===== src/rtl/clk_div_pkg.sv =====
// Shared definitions for the programmable clock divider: minimum legal ratio,
// FSM state encoding and the half-ratio helper used for phase timing.
package clk_div_pkg;

    localparam int unsigned DIV_MIN = 2;

    typedef enum logic {
        IDLE = 1'b0,
        RUN  = 1'b1
    } state_e;

    function automatic int unsigned half_floor(input int unsigned n);
        return n >> 1;
    endfunction

endpackage


===== src/rtl/clk_div_prog_if.sv =====
// Control/status bundle of clk_div_prog; master = controller, slave = divider.
interface clk_div_prog_if #(
    parameter int unsigned DIV_W = 8
) ();
    import clk_div_pkg::*;

    // div_load is a single-cycle request with no back-pressure: it is taken on
    // the rising edge where it is high, and answered later by a one-cycle
    // div_ack (ratio became active) or immediately by a one-cycle div_err.
    logic             div_en;
    logic             div_load;
    logic [DIV_W-1:0] div_val;
    logic             div_ack;
    logic             div_err;
    logic             clk_out;
    logic             clk_stb;
    state_e           dbg_state;

    modport master (
        output div_en, div_load, div_val,
        input  div_ack, div_err, clk_out, clk_stb, dbg_state
    );

    modport slave (
        input  div_en, div_load, div_val,
        output div_ack, div_err, clk_out, clk_stb, dbg_state
    );

endinterface


===== src/rtl/clk_div_half_stretch.sv =====
// Falling-edge re-sample of the high phase; stretches clk_out by half a
// sys_clk period for odd ratios. Holds the design's only negedge flop.
module clk_div_half_stretch (
    input  logic clk,
    input  logic rst_n,
    input  logic rise_i,
    input  logic odd_i,
    output logic clk_o
);

    logic fall_d;
    logic fall_q;

    always_comb fall_d = rise_i;

    always_ff @(negedge clk or negedge rst_n) begin
        if (!rst_n) begin
            fall_q <= 1'b0;
        end else begin
            fall_q <= fall_d;
        end
    end

    assign clk_o = rise_i | (fall_q & odd_i);

endmodule


===== src/rtl/clk_div_prog.sv =====
// Programmable 50 % duty integer clock divider with glitch-free ratio handover.
// Optional macro CLK_DIV_STB_EN enables the sys_clk-domain period-start strobe.
module clk_div_prog
    import clk_div_pkg::*;
#(
    parameter int unsigned DIV_W       = 8,
    parameter int unsigned DIV_DEFAULT = 5
) (
    input  logic          sys_clk,
    input  logic          sys_rst_n,
    clk_div_prog_if.slave bus
);

    localparam logic [DIV_W-1:0] ONE = DIV_W'(1);

    state_e           state_q, state_d;
    logic [DIV_W-1:0] act_q, act_d;
    logic [DIV_W-1:0] pend_q, pend_d;
    logic             pend_vld_q, pend_vld_d;
    logic [DIV_W-1:0] cnt_q, cnt_d;
    logic             rise_q, rise_d;
    logic             ack_q, ack_d;
    logic             err_q, err_d;

    logic             load_ok;
    logic             wrap;
    logic             start;
    logic [DIV_W-1:0] n_eff;
    logic [DIV_W-1:0] cnt_inc;

    always_comb begin
        load_ok = bus.div_load && (32'(bus.div_val) >= DIV_MIN);
        wrap    = (cnt_q == act_q - ONE);
        n_eff   = pend_vld_q ? pend_q : act_q;
        cnt_inc = cnt_q + ONE;
        start   = bus.div_en && ((state_q == IDLE) || wrap);

        state_d = state_q;
        act_d   = act_q;
        cnt_d   = cnt_q;
        rise_d  = rise_q;

        // A period start swaps in the pending ratio; a wrap without enable
        // parks the divider low so no phase is ever truncated.
        if (start) begin
            state_d = RUN;
            act_d   = n_eff;
            cnt_d   = '0;
            rise_d  = (half_floor(32'(n_eff)) != 0);
        end else if (state_q == RUN) begin
            if (wrap) begin
                state_d = IDLE;
                cnt_d   = '0;
                rise_d  = 1'b0;
            end else begin
                cnt_d  = cnt_inc;
                rise_d = (32'(cnt_inc) < half_floor(32'(act_q)));
            end
        end

        // A load on a start edge stays pending; the older value was consumed.
        pend_d     = load_ok ? bus.div_val : pend_q;
        pend_vld_d = load_ok ? 1'b1 : (start ? 1'b0 : pend_vld_q);
        ack_d      = start && pend_vld_q;
        err_d      = bus.div_load && !load_ok;
    end

    always_ff @(posedge sys_clk or negedge sys_rst_n) begin
        if (!sys_rst_n) begin
            state_q    <= IDLE;
            act_q      <= DIV_W'(DIV_DEFAULT);
            pend_q     <= '0;
            pend_vld_q <= 1'b0;
            cnt_q      <= '0;
            rise_q     <= 1'b0;
            ack_q      <= 1'b0;
            err_q      <= 1'b0;
        end else begin
            state_q    <= state_d;
            act_q      <= act_d;
            pend_q     <= pend_d;
            pend_vld_q <= pend_vld_d;
            cnt_q      <= cnt_d;
            rise_q     <= rise_d;
            ack_q      <= ack_d;
            err_q      <= err_d;
        end
    end

    clk_div_half_stretch u_stretch (
        .clk    (sys_clk),
        .rst_n  (sys_rst_n),
        .rise_i (rise_q),
        .odd_i  (act_q[0]),
        .clk_o  (bus.clk_out)
    );

`ifdef CLK_DIV_STB_EN
    logic stb_d;
    logic stb_q;

    always_comb stb_d = start;

    always_ff @(posedge sys_clk or negedge sys_rst_n) begin
        if (!sys_rst_n) begin
            stb_q <= 1'b0;
        end else begin
            stb_q <= stb_d;
        end
    end

    assign bus.clk_stb = stb_q;
`else
    assign bus.clk_stb = 1'b0;
`endif

    assign bus.div_ack   = ack_q;
    assign bus.div_err   = err_q;
    assign bus.dbg_state = state_q;

endmodule

===== src/flat_wrapper.sv =====
// flat-port wrapper written by rule: the top's interface ports become plain ports
module clk_div_prog_flat import clk_div_pkg::*;
#(
    parameter int unsigned DIV_W       = 8,
    parameter int unsigned DIV_DEFAULT = 5
)
  (sys_clk, sys_rst_n, bus_div_en, bus_div_load, bus_div_val, bus_div_ack, bus_div_err, bus_clk_out, bus_clk_stb, bus_dbg_state);
  clk_div_prog_if #(.DIV_W(DIV_W)) bus_i ();
  input  logic sys_clk;
  input  logic sys_rst_n;
  input wire logic [$bits(bus_i.div_en)-1:0] bus_div_en;
  input wire logic [$bits(bus_i.div_load)-1:0] bus_div_load;
  input wire logic [$bits(bus_i.div_val)-1:0] bus_div_val;
  output wire logic [$bits(bus_i.div_ack)-1:0] bus_div_ack;
  output wire logic [$bits(bus_i.div_err)-1:0] bus_div_err;
  output wire logic [$bits(bus_i.clk_out)-1:0] bus_clk_out;
  output wire logic [$bits(bus_i.clk_stb)-1:0] bus_clk_stb;
  output wire logic [$bits(bus_i.dbg_state)-1:0] bus_dbg_state;
  assign bus_i.div_en = bus_div_en;
  assign bus_i.div_load = bus_div_load;
  assign bus_i.div_val = bus_div_val;
  assign bus_div_ack = bus_i.div_ack;
  assign bus_div_err = bus_i.div_err;
  assign bus_clk_out = bus_i.clk_out;
  assign bus_clk_stb = bus_i.clk_stb;
  assign bus_dbg_state = bus_i.dbg_state;
  clk_div_prog #(.DIV_W(DIV_W), .DIV_DEFAULT(DIV_DEFAULT)) u_core (.sys_clk(sys_clk), .sys_rst_n(sys_rst_n), .bus(bus_i));
endmodule

===== config.mk =====
export PLATFORM = sky130hd
export DESIGN_NAME = clk_div_prog_flat
export DESIGN_NICKNAME = d
export VERILOG_FILES = /design/src/rtl/clk_div_pkg.sv /design/src/rtl/clk_div_prog_if.sv /design/src/rtl/clk_div_half_stretch.sv /design/src/rtl/clk_div_prog.sv /design/src/flat_wrapper.sv
export SDC_FILE = /design/constraint.sdc
export NUM_CORES = 1
export LEC_CHECK = 0
export CELL_PAD_IN_SITES_DETAIL_PLACEMENT = 2
export CELL_PAD_IN_SITES_GLOBAL_PLACEMENT = 2
export CORE_ASPECT_RATIO = 2
export CORE_MARGIN = 4
export CORE_UTILIZATION = 32
export DETAILED_ROUTE_END_ITERATION = 10
export PLACE_DENSITY_LB_ADDON = 0.2
export SYNTH_ARGS = -nofsm -noshare
export SYNTH_HDL_FRONTEND = slang
export SYNTH_SLANG_ARGS = --single-unit

===== constraint.sdc =====
create_clock -name sys_clk -period 2.9 [get_ports sys_clk]
set_clock_uncertainty 0.15 [all_clocks]
set_input_delay 0.725 -clock sys_clk [delete_from_list [all_inputs] [get_ports sys_clk]]
set_output_delay 0.725 -clock sys_clk [all_outputs]
set_load 0.05 [all_outputs]

==> qor.yml, run 1 <==
synth_commonest_cells: "sky130_fd_sc_hd__dfrtp_1 (27), sky130_fd_sc_hd__nand2_1 (26), sky130_fd_sc_hd__inv_1 (13), sky130_fd_sc_hd__mux2_2 (10), sky130_fd_sc_hd__xnor2_1 (9)"
final_hold_viol_count: 0
numPortBuffers: 15
cp.arrival_ns: 2.41
synth-main-ff-cell: "sky130_fd_sc_hd__dfrtp_1"
tightest_slew_ns: 0.660
nature_of_the_critical_path_endpoint: "output port"
synth.area.top_cells: "sky130_fd_sc_hd__dfrtp_1 (39%), sky130_fd_sc_hd__mux2_2 (6.5%), sky130_fd_sc_hd__ha_1 (5.8%), sky130_fd_sc_hd__nand2_1 (5.6%), sky130_fd_sc_hd__xnor2_1 (4.6%)"
core_area_um2: 5180
cts_root_buf: "sky130_fd_sc_hd__clkbuf_8"
cts_sinks: 30
critical_path_peak_fanout: 1
postSynthRegisterBits: 30
routed_wl_mm: 5.69
synth.distinct_cells: 43
htreeDepth: 2
ios: 17
clkLatencyLatePin_ns: 0.29
criticalPathCategory: "register to output port"
cts_buffer_depth: 2
max-vdd-ir-drop_mv: 0.321
worst_path_largest_cell_delay_ns: 0.32
first_global_vias: 1773
grt_setup_unrepaired: "yes"
drv_slew: 0
synthDominantCellAreaShare_pct: 39.1
grt_pass1_wl_mm: 9.24
critical-path-slowest-cell: "sky130_fd_sc_hd__dfrtn_1"
postSynth.asyncResetShare_pct: 100
p_leak_nw: 0.973
remaining_drc_errors: 0
r2r_setup_slack_ns: -0.13
floorplan_die_area_um2: 6720
pwr_density_cell_nw_per_um2: 365
firstDrtPassIters: 3
dr_total_vias: 1503
layout_setup_ws_ns: -0.388
net_total_in_the_final_layout: 231
synthDominantAreaCellType: "sky130_fd_sc_hd__dfrtp_1"
syn_inst_count: 178
final_antenna_net_count: 0
fin_setup_tns_ns: -1.31
dpl.hpwl_mm: 4.35
mappedNetlistArea_um2: 1730
post-place-cells: 257
grt_overflow: 0
post_synth_edffs: 0
global_route.usage.total_pct: 18.9
violations_in_the_final_reports: "negative setup slack"
mean_routed_wirelength_per_cell_um: 21.1
tritoncts: "built"
post_cts_hold_buffer_count: 0
max-slew-margin-rel_pct: 55.9
final-setup-viol-count: 11
final.fill_count: 586
layout-drive-gt1-share_pct: 20.8
maxCapViolations: 0
clock_slew_at_reported_path_ffs_ns: 0.06
number_of_antenna_violations_at_the_first_check_in_global_routing: 0
die_x_um: 60.0
post_synth.cell_area_avg_um2: 9.71
area_growth_from_synthesis_to_layout_pct: 29.8
initialDrtViolationCount: 28
synth.most_common_cell: "sky130_fd_sc_hd__dfrtp_1"
gpl.final_weighted_congestion: 0.817
yosysSeqAreaShare_pct: 43.6
cts_made_buffers: 5
initial_core_util_pct: 33.3
route.detailed.vias_per_inst: 5.57
sort_of_element_at_the_start_of_the_critical_path: "register"
crit_path_cells: "a21o_2 -> buf_12"
outcome: "finished with violations"
antenna_cells_inserted: 0
grt_start_max_net_pins: 30
data_required_time_at_the_worst_endpoint_ns: 2.03
postSynthNetCount: 198
synth.yosys.warnings: 0
hold_class: "register to register"
std_cell_rows: 37
chipHeight_um: 112
finalNonFillerCells: 270
repair_timing:
action	4_1_cts	5_1_grt
setup buffers	1	3
resized for setup	9	3
pin swaps	4	2
gates cloned	0	2
endpoints found under the setup margin	11	12
worst paths after layout:
check                      cells after the start                    start                      end
min                                            2         u_core.pend_q[2]         u_core.pend_q[2]
min in group asynchronous                      2                sys_rst_n          u_core.cnt_q[5]
max                                            2  u_core.u_stretch.fall_q              bus_clk_out
max reg2reg                                    7          u_core.act_q[3]          u_core.act_q[4]
min reg2reg                                    2         u_core.pend_q[2]         u_core.pend_q[2]
max in group asynchronous                      1                sys_rst_n  u_core.u_stretch.fall_q
routing by layer:
metal | wire (um) | global-route usage (%) | up-vias
met5 | 0 | 0 | -
met4 | 257 | 9.62 | 0
met3 | 125 | 3.60 | 16
met2 | 3470 | 35.3 | 29
met1 | 1840 | 18.2 | 763
li1 | - | - | 695
logic make-up after synthesis:
| logic type | after synthesis | share of synthesized area (%) |
|---|---|---|
| buffers and inverters | 22 | 5.14 |
| and+or+nand+nor | 56 | 16.0 |
| AOI/OAI and AO/OA | 38 | 16.2 |
| xor gates and xnor gates | 13 | 6.58 |
| adders and majority gates | 8 | 5.79 |
| muxes | 10 | 6.51 |
| DFF | 30 | 43.6 |
| other | 1 | 0.217 |
final cells by class:
class / instances / area, um2 / area share, %
multi-input cells: 126 / 946 / 42.1
flip-flops and latches: 30 / 753 / 33.6
repair buffers: 35 / 344 / 15.3
clock buffers: 8 / 80.1 / 3.57
well taps: 58 / 72.6 / 3.23
inverters: 13 / 48.8 / 2.17
metrics by stage:
stage | setup slack [ns] | power (mW) | hold WS [ns] | instance area, um2 | utilization [%]
after CTS | -0.404 | 0.836 | 0.365 | 2190 | 42.3
after global routing | -0.416 | 0.865 | 0.387 | 2240 | 43.3
after global placement | -0.0994 | 0.497 | 0.339 | 2060 | 39.7
after detailed placement | -0.149 | 0.500 | 0.346 | 2060 | 39.7
after floorplan | -0.0909 | 0.463 | 0.279 | 1770 | -
final | -0.388 | 0.820 | 0.362 | 2240 | 43.3
sequential cells by signal (all words and copies together), names as in the netlist:
register	flops
u_core.act_q	8
u_core.u_stretch.fall_q	1
u_core.bus.dbg_state	1
u_core.pend_q	8
u_core.rise_q	1
u_core.pend_vld_q	1
u_core.bus.div_ack	1
u_core.cnt_q	8
u_core.bus.div_err	1
worst max-delay path: cells and delay by family (launching register included):
kind / cells / cell delay (ns)
AOI/OAI and AO/OA: 1 / 0.20
buffers and inverters: 1 / 0.15
DFF: 1 / 0.32
cells in the final DEF (no fill, tap or decap), types with 3 or more instances in the layout:
cell type,n
sky130_fd_sc_hd__o21ai_0,8
sky130_fd_sc_hd__ha_1,8
sky130_fd_sc_hd__nor3_1,6
sky130_fd_sc_hd__inv_1,13
sky130_fd_sc_hd__nand2_1,25
sky130_fd_sc_hd__xor2_1,4
sky130_fd_sc_hd__xnor2_1,9
sky130_fd_sc_hd__dfrtp_1,27
sky130_fd_sc_hd__clkbuf_8,5
sky130_fd_sc_hd__clkdlybuf4s50_1,14
sky130_fd_sc_hd__clkbuf_1,3
sky130_fd_sc_hd__buf_4,17
sky130_fd_sc_hd__a31oi_1,4
sky130_fd_sc_hd__nor2_1,4
sky130_fd_sc_hd__nor4_1,4
sky130_fd_sc_hd__mux2_4,9
sky130_fd_sc_hd__a32o_1,4
sky130_fd_sc_hd__a21oi_1,3
sky130_fd_sc_hd__nand3_1,4
power breakdown:
group / internal, mW / leakage, nW / switching, mW / total, mW
registers: 0.429 / 0.366 / 0.00912 / 0.438
logic: 0.0239 / 0.568 / 0.0301 / 0.0540
clock network: 0.170 / 0.0395 / 0.158 / 0.328
total: 0.623 / 0.973 / 0.197 / 0.820
Note: power is estimated with default switching activity, not from simulation.
==> run 2, diff against run 1 <==
--- a/config.mk
+++ b/config.mk
@@ -7,2 +7,3 @@
 export LEC_CHECK = 0
+export ABC_AREA = 0
 export CELL_PAD_IN_SITES_DETAIL_PLACEMENT = 2
==> constraint.sdc (replaced) <==
create_clock -name sys_clk -period 2.9 [get_ports sys_clk]
set_clock_uncertainty 0.15 [all_clocks]
set_input_delay 0.29 -clock sys_clk [delete_from_list [all_inputs] [get_ports sys_clk]]
set_output_delay 0.29 -clock sys_clk [all_outputs]
set_load 0.05 [all_outputs]
==> qor.yml, run 2 (synthesis results as in run 1) <==
seq_power_share_pct: 51.8
post-place-cells: 257
net_total_in_the_final_layout: 229
routed_wl_mm: 5.48
grt_pass1_wl_mm: 9.00
r2r-end: "u_core.act_q[4]"
biggestRegsByFlops: "u_core.act_q (8), u_core.cnt_q (8), u_core.pend_q (8)"
crit-reg2reg-launch: "u_core.act_q[3]"
die_x_um: 60.0
tritoncts: "built"
core_area_um2: 5180
max-vdd-ir-drop_mv: 0.413
numPortBuffers: 15
dr_total_vias: 1479
layout_commonest_cell: "sky130_fd_sc_hd__dfrtp_1"
number_of_antenna_violations_at_the_first_check_in_global_routing: 0
final_cell_mix: "sky130_fd_sc_hd__dfrtp_1 (27), sky130_fd_sc_hd__nand2_1 (25), sky130_fd_sc_hd__buf_4 (17)"
clock.fmax_mhz: 342
floorplan_die_area_um2: 6720
drv_slew: 0
critical_path_peak_fanout: 8
grt_overflow: 0
post_cts_hold_buffer_count: 0
tightest_slew_ns: 0.593
final_util_pct: 41.9
final_min_period_over_clock_period_pct: 101
worst_case_hold_slack_ns: 0.307
final-setup-viol-count: 4
antenna_cells_inserted: 0
finalNonFillerCells: 268
criticalPathCategory: "register to register"
area_growth_from_synthesis_to_layout_pct: 25.8
sort_of_element_at_the_start_of_the_critical_path: "register"
violations_in_the_final_reports: "negative setup slack"
ios: 17
final.fill_count: 589
gpl.final_weighted_congestion: 0.770
htreeDepth: 2
std_cell_rows: 37
data_required_time_at_the_worst_endpoint_ns: 2.92
cts_made_buffers: 5
clkLatencyLatePin_ns: 0.28
power_switching_uw: 203
switching_share_pct: 24.0
cp.arrival_ns: 2.94
pwr_density_cell_nw_per_um2: 390
remaining_drc_errors: 0
p_leak_nw: 0.958
mean_routed_wirelength_per_cell_um: 20.5
cts_sinks: 30
worst-r2r-cell-count: 7
design_internal_power_uw: 644
layout_min_cycle_time_ns: 2.92
layout-drive-gt1-share_pct: 20.0
first_global_vias: 1744
final_antenna_net_count: 0
grt_setup_unrepaired: "yes"
nature_of_the_critical_path_endpoint: "register"
max-slew-margin-rel_pct: 60.3
r2r_setup_slack_ns: -0.02
firstDrtPassIters: 4
cts_buffer_depth: 2
clock_slew_at_reported_path_ffs_ns: 0.07
grt_start_max_net_pins: 30
global_route.usage.total_pct: 18.3
final_hold_viol_count: 0
pwr-share-clk_pct: 42.0
share_comb_of_total_power_pct: 6.2
hold_class: "primary input to asynchronous set/reset pin"
initialDrtViolationCount: 39
area_of_the_multi_input_gates_um2: 901
fin_setup_tns_ns: -0.0625
layout_setup_ws_ns: -0.0247
maxCapViolations: 0
cts_root_buf: "sky130_fd_sc_hd__clkbuf_8"
chipHeight_um: 112
dpl.hpwl_mm: 4.20
dp_worst_setup_slack_ns: -0.102
initial_core_util_pct: 33.3
outcome: "finished with violations"
route.detailed.vias_per_inst: 5.52
ff_latch_area_um2: 753
==> run 2: area by class of cell <==
class,count,area share [%]
Inverter,13,2.24
Multi-Input combinational cell,126,41.4
Tap cell,58,3.34
Clock inverter,1,0.230
Clock buffer,7,3.97
Sequential cell,30,34.6
Timing Repair Buffer,33,14.2
==> run 2: what timing repair did <==
item | CTS | global route
resized for setup | 0 | 1
pin swaps | 4 | 2
setup endpoints to repair | 10 | 14
buffers inserted | 3 | 0
==> run 2: metrics by stage <==
stage	area, um2	power [mW]
2_1_floorplan	1750	0.463
3_3_place_gp	2040	0.499
3_5_place_dp	2040	0.500
4_1_cts	2170	0.859
5_1_grt	2170	0.887
6_report	2170	0.847
==> run 2: critical path: stages (launching register included) <==
cell and delay, ns:
sky130_fd_sc_hd__dfrtp_1 0.39, sky130_fd_sc_hd__or4_4 0.52, sky130_fd_sc_hd__or4_1 0.40, sky130_fd_sc_hd__a2111o_1 0.37, sky130_fd_sc_hd__a211o_1 0.31, sky130_fd_sc_hd__a21oi_4 0.18
sky130_fd_sc_hd__buf_12 0.15, sky130_fd_sc_hd__mux2_2 0.33
==> run 2: worst max-delay path by stage <==
stage,cells past startpoint,startpoint,slack [ns],endpoint
finish,7,u_core.act_q[3],-0.02,u_core.act_q[4]
global route,7,u_core.act_q[3],-0.12,u_core.act_q[5]
CTS,7,u_core.act_q[3],-0.07,u_core.act_q[4]
detailed placement,6,u_core.act_q[3],-0.10,u_core.act_q[4]
global placement,6,u_core.act_q[3],-0.03,u_core.act_q[3]
floorplan,7,u_core.act_q[3],-0.09,u_core.act_q[3]
==> run 2: layer usage <==
metal | GRT usage [%] | wire [um] | up-vias | share of wire [%]
met5 | 0 | 0 | - | 0
met4 | 7.84 | 143 | 0 | 2.6
met3 | 2.78 | 116 | 9 | 2.1
met2 | 36.6 | 3470 | 23 | 63
met1 | 16.3 | 1750 | 755 | 32
li1 | - | - | 692 | -
==> run 2: power groups by stage <==
stage | Combinational [mW] | Sequential (mW) | Clock, mW
after detailed placement | 0.0535 | 0.447 | 0
final | 0.0526 | 0.439 | 0.356
after CTS | 0.0542 | 0.439 | 0.365
after global routing | 0.0588 | 0.440 | 0.388
after global placement | 0.0518 | 0.447 | 0
after floorplan | 0.0210 | 0.442 | 0
==> run 3, diff against run 2 <==
GPL_TIMING_DRIVEN = 0   (was default)
TNS_END_PERCENT = 10   (was default)
==> qor.yml, run 3 (synthesis results as in run 1) <==
outcome: "finished with violations"
violations_in_the_final_reports: "negative setup slack"
layout_min_cycle_time_ns: 3.07
first_global_vias: 1787
max-vdd-ir-drop_mv: 0.537
antenna_cells_inserted: 0
data_required_time_at_the_worst_endpoint_ns: 2.93
route.detailed.vias_per_inst: 5.61
final_antenna_net_count: 0
cts_root_buf: "sky130_fd_sc_hd__clkbuf_8"
tightest_slew_ns: 0.689
ios: 17
critical_path_peak_fanout: 4
grt_pass1_wl_mm: 9.10
std_cell_rows: 37
sort_of_element_at_the_start_of_the_critical_path: "register"
critical-path-slowest-cell: "sky130_fd_sc_hd__or4_4"
mean_routed_wirelength_per_cell_um: 21.0
final_min_period_over_clock_period_pct: 106
routed_wl_mm: 5.66
p_leak_nw: 0.968
crit_path_cells: "or4_4 -> or4_4 -> a2111o_1 -> a211o_1 -> a21oi_4 -> buf_6 -> buf_16 -> mux2_4"
global_route.usage.total_pct: 18.6
core_area_um2: 5180
cp.arrival_ns: 3.09
clkLatencyLatePin_ns: 0.29
clock_slew_at_reported_path_ffs_ns: 0.07
area_growth_from_synthesis_to_layout_pct: 28.5
worst_case_hold_slack_ns: 0.234
maxCapViolations: 0
chipHeight_um: 112
numPortBuffers: 14
initialDrtViolationCount: 41
crit_top_cell: "sky130_fd_sc_hd__or4_4"
worst_path_largest_cell_delay_ns: 0.53
floorplan_die_area_um2: 6720
criticalPathCategory: "register to register"
power_uw: 902
grt_overflow: 0
post_dp_cell_area_um2: 1950
tritoncts: "built"
cts_made_buffers: 5
cts_buffer_depth: 2
drv_slew: 0
biggestRegsByFlops: "u_core.act_q (8), u_core.cnt_q (8), u_core.pend_q (8)"
nature_of_the_critical_path_endpoint: "register"
dpl.hpwl_mm: 4.11
r2r_setup_slack_ns: -0.17
net_total_in_the_final_layout: 230
grt_start_max_net_pins: 31
clock.fmax_mhz: 326
grt_setup_unrepaired: "yes"
gpl.final_weighted_congestion: 0.788
number_of_antenna_violations_at_the_first_check_in_global_routing: 0
design_area_um2: 2220
initial_core_util_pct: 33.3
die_x_um: 60.0
layout_setup_ws_ns: -0.165
hold_class: "primary input to register"
layout-drive-gt1-share_pct: 21.3
firstDrtPassIters: 4
max-slew-margin-rel_pct: 54.1
dp_worst_setup_slack_ns: -0.538
dr_total_vias: 1509
pwr_density_cell_nw_per_um2: 406
cts_sinks: 30
final_cell_mix: "sky130_fd_sc_hd__nand2_1 (25), sky130_fd_sc_hd__dfrtp_1 (25), sky130_fd_sc_hd__inv_1 (13)"
htreeDepth: 2
final_util_pct: 42.9
final_hold_viol_count: 0
remaining_drc_errors: 0
final-setup-viol-count: 10
==> run 3: final timing paths <==
| check | from | to | cells past startpoint |
|---|---|---|---|
| setup reg to reg | u_core.act_q[2] | u_core.act_q[7] | 8 |
| setup / recovery | u_core.act_q[2] | u_core.act_q[7] | 8 |
| hold / removal | bus_div_load | u_core.pend_q[4] | 3 |
| max in group asynchronous | sys_rst_n | u_core.u_stretch.fall_q | 2 |
| min in group asynchronous | sys_rst_n | u_core.cnt_q[0] | 2 |
| hold reg to reg | u_core.pend_q[0] | u_core.act_q[0] | 1 |
==> run 3: worst max-delay path, delay by kind of cell (launching register included) <==
family / cells / cell delay [ns]
compound gates: 3 / 0.91
simple gates: 2 / 0.97
mux: 1 / 0.29
flops: 1 / 0.39
buf+inv: 2 / 0.24
==> run 3: repair_timing <==
action                                  4_1_cts  5_1_grt
cloned                                        1        0
pin swaps                                     4        3
hold endpoints to repair                      0       27
gates resized for setup                      22        6
endpoints found under the setup margin       22       21
setup buffers                                 5        8
hold buffers                                  0        1
==> run 3: routing by layer <==
| layer | vias up | global-route usage, % | part of all wire (%) |
|---|---|---|---|
| met5 | - | 0 | 0 |
| met1 | 763 | 16.0 | 31 |
| met2 | 29 | 36.7 | 62 |
| met4 | 0 | 9.76 | 4.3 |
| li1 | 696 | - | - |
| met3 | 21 | 3.25 | 2.2 |
==> run 3: power breakdown <==
group | total, mW | switching, mW | leakage (nW) | internal [mW]
sequential | 0.438 | 0.00881 | 0.363 | 0.429
clock | 0.414 | 0.162 | 0.0579 | 0.252
combinational | 0.0506 | 0.0284 | 0.547 | 0.0222
==> run 3: final cells by class <==
type | count | area [um2]
clock inverters | 3 | 40.0
multi-input cells | 126 | 935
repair buffers | 28 | 272
plain buffers | 6 | 30.0
well taps | 58 | 72.6
inverters | 13 | 48.8
clock buffers | 5 | 68.8
flip-flops and latches | 30 | 756
fillers | 569 | 2960
==> run 3: metrics by stage <==
stage / TNS, ns / instances
2_1_floorplan: -0.919 / 178
3_3_place_gp: -3.69 / 250
3_5_place_dp: -6.20 / 250
4_1_cts: -2.31 / 262
5_1_grt: -2.17 / 269
6_report: -1.13 / 269
